### config.mk
export PLATFORM = sky130hd
export DESIGN_NAME = spi_xfer_arbiter
export DESIGN_NICKNAME = d
export VERILOG_FILES = /design/src/rtl/spi_arb_pkg.sv /design/src/rtl/spi_rr_arbiter.sv /design/src/rtl/spi_xfer_arbiter.sv
export SDC_FILE = /design/constraint.sdc
export NUM_CORES = 1
export LEC_CHECK = 0
export BUFFER_PORTS_ARGS = -buffer_cell sky130_fd_sc_hd__buf_2
export CORE_UTILIZATION = 45
export DETAILED_ROUTE_END_ITERATION = 6
export PLACE_DENSITY = 0.76
export SETUP_SLACK_MARGIN = 0.2
export SLEW_MARGIN = 5
export SYNTH_ARGS = -nofsm -noshare
export SYNTH_HDL_FRONTEND = slang
export SYNTH_SLANG_ARGS = --single-unit
### constraint.sdc
create_clock -name i_clk -period 3.1 [get_ports i_clk]
set_input_delay 0.155 -clock i_clk [delete_from_list [all_inputs] [get_ports i_clk]]
set_output_delay 0.155 -clock i_clk [all_outputs]
set_load 0.02 [all_outputs]
### src/rtl/spi_arb_pkg.sv
// Shared definitions for the SPI transfer arbiter: byte width and FSM state encodings.
package spi_arb_pkg;

  localparam int BYTE_W = 8;

  typedef logic [2:0] arb_state_t;

  localparam arb_state_t ST_IDLE  = 3'd0;
  localparam arb_state_t ST_SETUP = 3'd1;
  localparam arb_state_t ST_XFER  = 3'd2;
  localparam arb_state_t ST_WAIT  = 3'd3;
  localparam arb_state_t ST_HOLD  = 3'd4;

endpackage

### src/rtl/spi_rr_arbiter.sv
// Combinational round-robin picker: returns the first set request at or after the pointer,
// as a one-hot vector plus a valid flag.
module spi_rr_arbiter #(
  parameter int NUM_REQ = 4,
  parameter int PTR_W   = 2
) (
  input  logic [NUM_REQ-1:0] i_req,
  input  logic [PTR_W-1:0]   i_ptr,
  output logic [NUM_REQ-1:0] o_gnt,
  output logic               o_valid
);

  int               w_sum;
  logic [PTR_W-1:0] w_idx;

  // Scan requesters starting at the pointer, wrapping once around the vector
  always_comb begin
    o_gnt   = '0;
    o_valid = 1'b0;
    w_sum   = 0;
    w_idx   = '0;
    for (int off = 0; off < NUM_REQ; off++) begin
      w_sum = int'(i_ptr) + off;
      if (w_sum >= NUM_REQ) w_sum = w_sum - NUM_REQ;
      w_idx = PTR_W'(w_sum);
      if (!o_valid && i_req[w_idx]) begin
        o_gnt[w_idx] = 1'b1;
        o_valid      = 1'b1;
      end
    end
  end

endmodule

### src/rtl/spi_xfer_arbiter.sv
// Shares one byte-level SPI master among NUM_REQ requesters with round-robin grant and
// chip-select setup/hold sequencing. Optional WAIT watchdog enabled by SPI_ARB_WDOG_EN.
module spi_xfer_arbiter
  import spi_arb_pkg::*;
#(
  parameter int NUM_REQ     = 4,
  parameter int LEN_W       = 4,
  parameter int CS_SETUP    = 2,
  parameter int CS_HOLD     = 2,
  parameter int WDOG_CYCLES = 255
) (
  input  logic                      i_clk,
  input  logic                      rst_n,
  input  logic [NUM_REQ-1:0]        i_req,
  input  logic [NUM_REQ*LEN_W-1:0]  i_req_len,
  input  logic [NUM_REQ*BYTE_W-1:0] i_tx_data,
  output logic [NUM_REQ-1:0]        o_gnt,
  output logic [NUM_REQ-1:0]        o_tx_ready,
  output logic [BYTE_W-1:0]         o_rx_data,
  output logic [NUM_REQ-1:0]        o_rx_valid,
  output logic [NUM_REQ-1:0]        o_done,
  output logic [NUM_REQ-1:0]        o_err,
  output logic [NUM_REQ-1:0]        o_spi_cs_n,
  output logic                      o_mst_start,
  output logic [BYTE_W-1:0]         o_mst_tx,
  input  logic                      i_mst_busy,
  input  logic                      i_mst_done,
  input  logic [BYTE_W-1:0]         i_mst_rx
);

  localparam int PTR_W   = (NUM_REQ > 1) ? $clog2(NUM_REQ) : 1;
  localparam int CNT_MAX = (CS_SETUP > CS_HOLD) ? CS_SETUP : CS_HOLD;
  localparam int CNT_W   = $clog2(CNT_MAX + 1);

  arb_state_t          r_state;
  logic [NUM_REQ-1:0]  r_gnt;
  logic [NUM_REQ-1:0]  r_cs_n;
  logic [PTR_W-1:0]    r_ptr;
  logic [LEN_W-1:0]    r_bytes_left;
  logic [CNT_W-1:0]    r_cnt;
  logic                r_mst_start;
  logic [BYTE_W-1:0]   r_mst_tx;
  logic [NUM_REQ-1:0]  r_tx_ready;
  logic [BYTE_W-1:0]   r_rx_data;
  logic [NUM_REQ-1:0]  r_rx_valid;
  logic [NUM_REQ-1:0]  r_done;

  logic [NUM_REQ-1:0]  w_pick;
  logic                w_pick_valid;
  logic [LEN_W-1:0]    w_len_pick;
  logic [BYTE_W-1:0]   w_tx_sel;
  logic [PTR_W-1:0]    w_gnt_idx;
  logic [PTR_W-1:0]    w_next_ptr;

`ifdef SPI_ARB_WDOG_EN
  localparam int WDOG_W = $clog2(WDOG_CYCLES + 1);
  logic [WDOG_W-1:0]   r_wdog;
  logic                r_abort;
  logic [NUM_REQ-1:0]  r_err;
`endif

  spi_rr_arbiter #(
    .NUM_REQ (NUM_REQ),
    .PTR_W   (PTR_W)
  ) u_rr (
    .i_req   (i_req),
    .i_ptr   (r_ptr),
    .o_gnt   (w_pick),
    .o_valid (w_pick_valid)
  );

  // Steer the winner's length, the granted requester's TX byte and the granted index
  always_comb begin
    w_len_pick = '0;
    w_tx_sel   = '0;
    w_gnt_idx  = '0;
    for (int i = 0; i < NUM_REQ; i++) begin
      if (w_pick[i]) w_len_pick = i_req_len[i*LEN_W +: LEN_W];
      if (r_gnt[i]) begin
        w_tx_sel  = i_tx_data[i*BYTE_W +: BYTE_W];
        w_gnt_idx = PTR_W'(i);
      end
    end
    w_next_ptr = (w_gnt_idx == PTR_W'(NUM_REQ - 1)) ? '0 : w_gnt_idx + PTR_W'(1);
  end

  // Transaction sequencer: grant, cs setup, byte starts, completion wait, cs hold
  always_ff @(posedge i_clk or negedge rst_n) begin
    if (!rst_n) begin
      r_state      <= ST_IDLE;
      r_gnt        <= '0;
      r_cs_n       <= '1;
      r_ptr        <= '0;
      r_bytes_left <= '0;
      r_cnt        <= '0;
      r_mst_start  <= 1'b0;
      r_mst_tx     <= '0;
      r_tx_ready   <= '0;
      r_rx_data    <= '0;
      r_rx_valid   <= '0;
      r_done       <= '0;
`ifdef SPI_ARB_WDOG_EN
      r_wdog       <= '0;
      r_abort      <= 1'b0;
      r_err        <= '0;
`endif
    end else begin
      r_mst_start <= 1'b0;
      r_tx_ready  <= '0;
      r_rx_valid  <= '0;
      r_done      <= '0;
`ifdef SPI_ARB_WDOG_EN
      r_err       <= '0;
`endif
      case (r_state)
        ST_IDLE: begin
          if (w_pick_valid) begin
            r_gnt        <= w_pick;
            r_cs_n       <= ~w_pick;
            r_bytes_left <= w_len_pick;
            r_cnt        <= CNT_W'(CS_SETUP);
            r_state      <= ST_SETUP;
`ifdef SPI_ARB_WDOG_EN
            r_abort      <= 1'b0;
`endif
          end
        end
        ST_SETUP: begin
          if (r_cnt <= CNT_W'(1)) begin
            r_cnt   <= '0;
            r_state <= ST_XFER;
          end else begin
            r_cnt <= r_cnt - CNT_W'(1);
          end
        end
        ST_XFER: begin
          if (!i_mst_busy) begin
            r_mst_start <= 1'b1;
            r_mst_tx    <= w_tx_sel;
            r_tx_ready  <= r_gnt;
            r_state     <= ST_WAIT;
`ifdef SPI_ARB_WDOG_EN
            r_wdog      <= '0;
`endif
          end
        end
        ST_WAIT: begin
          if (i_mst_done) begin
            r_rx_data  <= i_mst_rx;
            r_rx_valid <= r_gnt;
            if (r_bytes_left == '0) begin
              r_cnt   <= CNT_W'(CS_HOLD);
              r_state <= ST_HOLD;
            end else begin
              r_bytes_left <= r_bytes_left - LEN_W'(1);
              r_state      <= ST_XFER;
            end
          end
`ifdef SPI_ARB_WDOG_EN
          else if (r_wdog == WDOG_W'(WDOG_CYCLES - 1)) begin
            r_abort <= 1'b1;
            r_cnt   <= CNT_W'(CS_HOLD);
            r_state <= ST_HOLD;
          end else begin
            r_wdog <= r_wdog + WDOG_W'(1);
          end
`endif
        end
        ST_HOLD: begin
          if (r_cnt <= CNT_W'(1)) begin
            r_cnt   <= '0;
            r_cs_n  <= '1;
            r_gnt   <= '0;
            r_done  <= r_gnt;
            r_ptr   <= w_next_ptr;
            r_state <= ST_IDLE;
`ifdef SPI_ARB_WDOG_EN
            r_err   <= r_abort ? r_gnt : '0;
`endif
          end else begin
            r_cnt <= r_cnt - CNT_W'(1);
          end
        end
        default: r_state <= ST_IDLE;
      endcase
    end
  end

  assign o_gnt       = r_gnt;
  assign o_spi_cs_n  = r_cs_n;
  assign o_mst_start = r_mst_start;
  assign o_mst_tx    = r_mst_tx;
  assign o_tx_ready  = r_tx_ready;
  assign o_rx_data   = r_rx_data;
  assign o_rx_valid  = r_rx_valid;
  assign o_done      = r_done;
`ifdef SPI_ARB_WDOG_EN
  assign o_err       = r_err;
`else
  assign o_err       = '0;
`endif

endmodule
# == Yosys cells after proc, flatten, opt, wreduce, memory -nomap -nowiden ==
# Cells that the tools add are included.
# totals
ff_bits,48
inputBits,64
# op_classes
addsub,10
n_lt_le_gt_ge,13
n_eq_ne,12
mux,70
bitwise,5
n_reduce_logical,23
# op_table
cell,n
$mux 4,21
$mux 8,4
$pmux 4 s2,3
$mux 2,11
$mux 3,6
$mux 1,15
$pmux 3 s5,1
$lt 2x3->1 const B,4
$ne 2x2->1 const B,6
$or 4x4->4,3
$sub 2x1->2 const B,5
$ge 3x3->1 const B,3
$bmux 1 s2,4
$demux 1 s2,4
$ge 2x1->1 const B,4
$reduce_and 4->1,2
$logic_and 1x1->1,7
$add 2x2->3 const B,2
$eq 3x2->1 const B,2
$pmux 2 s3,1
$reduce_and 2->1,3
$reduce_and 5->1,1
$logic_not 4->1,1
$not 4->4,1
other kinds (16),19

# == Longest topological paths before layout ==
# depth
depth_word,20
mapped_depth,10
mapped_depth_nobuf,8

# == Cells and area by module ==
# From an unflattened synthesis, not the netlist that was laid out.
# unflattened
cells_unflattened,297
hier_area_um2,2859.0
# by_module_without_submodules
mod,n_inst,cells_each,area_per_inst_um2,seq_area_each_um2
spi_xfer_arbiter,1,235,2351.0,1206.2
spi_rr_arbiter,1,62,508.0,0.0

# == Worst setup path before layout ==
# OpenSTA, ideal clock, no wires.
# synth_timing
path_type,register to register
start,register r_ptr[0]
end,register r_bytes_left[2]
setup_ns,0.087
t_arrival_ns,2.802
required_ns,3.013
path_slack_ns,0.211
path_stages_with_launch,11
path_buffers,2
synth_period_minus_slack_ns,2.889
path_cell_list,dfrtp_1 > buf_2 > inv_1 > ha_1 > mux4_2 > and4_4 > nor4_2 > and3_1 > buf_4 > a311oi_1 > o211ai_1
# synth_between
elab_chain_len,20
# synth_rtl
item,line_no,source
start: declaration,spi_xfer_arbiter.sv:38,logic [PTR_W-1:0] r_ptr;
start signal: assignment,spi_xfer_arbiter.sv:175,r_ptr <= w_next_ptr;
"parallel branches: the longest is 20 deep, another holds $add 2x1->3",-,
end signal: assignment,spi_xfer_arbiter.sv:120,r_bytes_left <= w_len_pick;
end signal: assignment,spi_xfer_arbiter.sv:155,r_bytes_left <= r_bytes_left - LEN_W'(1);
end: declaration,spi_xfer_arbiter.sv:39,logic [LEN_W-1:0] r_bytes_left;
# Several ways; the timed one is not identified. The select of a mux whose other input is x is not followed.
# A chain may end at the register's enable or synchronous reset.

# == Final worst setup path ==
# layout_timing
start,register r_ptr[1]
end,register r_bytes_left[2]
# The elaborated chain is that of the path after synthesis.

==> flow_summary.toml <==
[run_status]
status = "completed"

[cells_and_area]
final_layout_size_suffix_gt1_frac = 0.350
nets = 463
final_util = 0.578
area_growth_pct = 23.5
num_antenna_cells = 0
fillers = 522
post_layout_nonfiller_instances = 466

[synthesis]
ys_async_sr_fraction = 1.00
syn-cell-area_sq_um = 2770
synth_top_cell_by_area = "dfrtp_1"
synth_edf_count = 0
synth_top_area_frac = 0.398
ys_types = 52
ys_seq_area_frac = 0.436
synth_area_leaders = "dfrtp_1 40%, a21oi_1 4.9%, mux2_2 4.5%, ha_1 4.1%, dfstp_2 3.8%"
ys_ff_latch = 48
synth_flop_cell = "dfrtp_1"
syn_avg_cell_area_sq_um = 9.35
ys_warn_count = 0
synthCells = 296

[critical_path]
crit_fanout = 9
worstSetupPathType = "flip-flop to flip-flop"
cp_data_arrival_time_ns = 2.98
timing.rr.end = "r_bytes_left[2]"
r2r_start = "r_ptr[1]"
cp-end-kind = "flip-flop"
startpoint = "r_ptr[1]"
cp.required_ns = 3.31
rr_worst_depth = 8
startpoint_type = "flip-flop"
reg2reg_setup_slack_ns = 0.33

[power_and_ir_drop]
p_leak_nw = 1.62
peakVddDrop_mv = 0.540
power.density_nw_per_um2 = 822

[sta]
setup-violations-final = 0
worst_pin_slew_ns = 1.02
slew-limit-headroom = 0.322
fmax_ghz = 0.360
fin_tns_setup_ns = 0
min_period_ns = 2.77
hold_viol = 0
final.period_utilization = 0.895
slew_violations = 0
clock_skew_ns = 0.00584
grt_setup_unrepaired = "false"

[detailed_routing]
wl_um = 6760
drtIter0Drc = 180
dr.pass1.iters = 5
vias = 2609
drc = 0
vias_per_cell = 5.60
wire_per_inst_um = 14.5
antenna_left = 0

[floorplanning]
chipHeight_um = 80.4
ios = 105
num_rows = 28
start_util = 0.468
die_area_sq_um = 6470
die_x_um = 80.4
core-area_sq_um = 5920

[cts]
cts_buffers = 5
clk_pin_slew_worst_paths_ns = 0.08
clock-sinks = 48
clk_path_buf_depth = 2
root_buffer = "clkbuf_8"
cts_tree = "yes"
clk_latency_ns = 0.29
cts_htree_levels = 2

[global_route]
overflow = 0
grt_pass1_wl_um = 10500
grt_usage = 0.210
grt_start_max_net_pins = 49
grt_pass1_vias = 2254
grt_antenna_before_repair = 0

[placed_design]
port_buffers = 100
gp_congestion = 0.867
dpl.hpwl_um = 5020
dp.cells = 458

[worst_hold_path]
min_path_type = "primary input to asynchronous set/reset pin"

[run]
drv_cap = 0
-- cell families (layout without fill, tap and decap cells) --
| logic type | count (synthesis) | in the layout | synth area share |
|---|---|---|---|
| other | 1 | 4 | 0.00135 |
| adders and majority gates | 9 | 9 | 0.0407 |
| muxes | 17 | 17 | 0.0755 |
| buffers and inverters | 30 | 122 | 0.0479 |
| AOI/OAI and AO/OA | 86 | 86 | 0.203 |
| xor gates and xnor gates | 1 | 1 | 0.00316 |
| and+or+nand+nor | 104 | 104 | 0.193 |
| DFF | 48 | 48 | 0.436 |
-- power by group --
| part | leakage, nW | internal (W) | switching [W] |
|---|---|---|---|
| clock | 0.0422 | 0.000158 | 0.000188 |
| sequential | 0.591 | 0.000872 | 0.000261 |
| combinational | 0.987 | 0.000548 | 0.000783 |
| total | 1.62 | 0.00158 | 0.00123 |
-- cell usage after synthesis, types with 7 or more instances --
cell,number
a21oi_1,27
nor2_1,27
mux2_2,11
a221oi_1,9
o21ai_0,13
inv_1,10
clkbuf_1,14
and2_1,7
nand2_1,27
a31oi_1,7
ha_1,9
dfrtp_1,44
o211ai_1,8
nor3_1,9
-- metal layers --
layer / global-route usage / part of all wire / vias to the layer above
met3: 0.0443 / 0.078 / 4
met2: 0.333 / 0.47 / 112
met4: 0.0464 / 0.0059 / 0
met1: 0.294 / 0.45 / 1225
met5: 0 / 0 / -
li1: - / - / 1268
-- metrics by stage --
stage / hold WS, ns / worst slack [ns] / total power, W / area [sq um]
finish: 0.0363 / 0.325 / 0.00281 / 3420
global route: 0.0839 / 0.210 / 0.00304 / 3420
CTS: 0.0713 / 0.232 / 0.00283 / 3400
detailed placement: 0.392 / 0.276 / 0.00247 / 3320
global placement: 0.378 / 0.345 / 0.00243 / 3320
floorplan: -0.141 / 0.211 / 0.00205 / 2780
-- worst max-delay path by stage --
stage / to / slack [ns] / cells after the start
6_report: r_bytes_left[2] / 0.33 / 8
5_1_grt: r_bytes_left[3] / 0.21 / 8
4_1_cts: r_bytes_left[2] / 0.23 / 8
3_5_place_dp: r_bytes_left[2] / 0.28 / 8
3_3_place_gp: r_bytes_left[2] / 0.35 / 8
2_1_floorplan: r_bytes_left[2] / 0.21 / 10
-- what timing repair did --
item | CTS | global route
hold buffers | 0 | 0
gates resized for setup | 0 | 4
endpoints found under the setup margin | 0 | 4
setup buffers | 0 | 0
-- flip-flops by register name (all words and copies together), names as in the netlist --
| name | cells |
|---|---|
| o_spi_cs_n | 4 |
| r_cnt | 2 |
| o_gnt | 4 |
| o_done | 4 |
| o_rx_valid | 4 |
| o_tx_ready | 4 |
| r_ptr | 2 |
| r_bytes_left | 4 |
| o_rx_data | 8 |
| o_mst_tx | 8 |
| o_mst_start | 1 |
| r_state | 3 |
-- critical path, stage by stage (launching register included) --
cell	delay, ns
dfrtp_1	0.35
inv_1	0.10
ha_1	0.35
mux4_2	0.63
and4_1	0.28
nor4_4	0.36
and3_2	0.32
a311oi_1	0.12
o211ai_1	0.18
-- final cells by class --
class	instances	area, sq um	share of cell area
flip-flops and latches	48	1210	0.353
clock inverters	1	5.00	0.00146
well taps	75	93.8	0.0274
inverters	10	37.5	0.0110
repair buffers	104	531	0.155
multi-input cells	221	1470	0.430
clock buffers	7	76.3	0.0223
-- layout by cell type (no fill, tap or decap), drive strengths merged, types with 2 or more instances in the layout --
cell    Yosys  final
o211ai      8      8
dfstp       4      4
nor3b       3      3
dfrtp      44     44
mux4        2      2
o21a        2      2
a311oi      4      4
conb        1      4
and4        2      2
a221o       2      2
a31oi       7      7
and3        4      4
o21ai      15     15
a21oi      27     27
a221oi      9      9
nand2      27     27
and3b       3      3
nand3       4      4
inv        10     10
buf         6    104
mux2       11     11
and2        7      7
clkbuf     14      7
mux2i       4      4
nand2b      3      3
nor4        6      6
ha          9      9
o22ai       2      2
nor3        9      9
nand3b      3      3
nor2       27     27
Note: power is estimated with default switching activity, not from simulation.
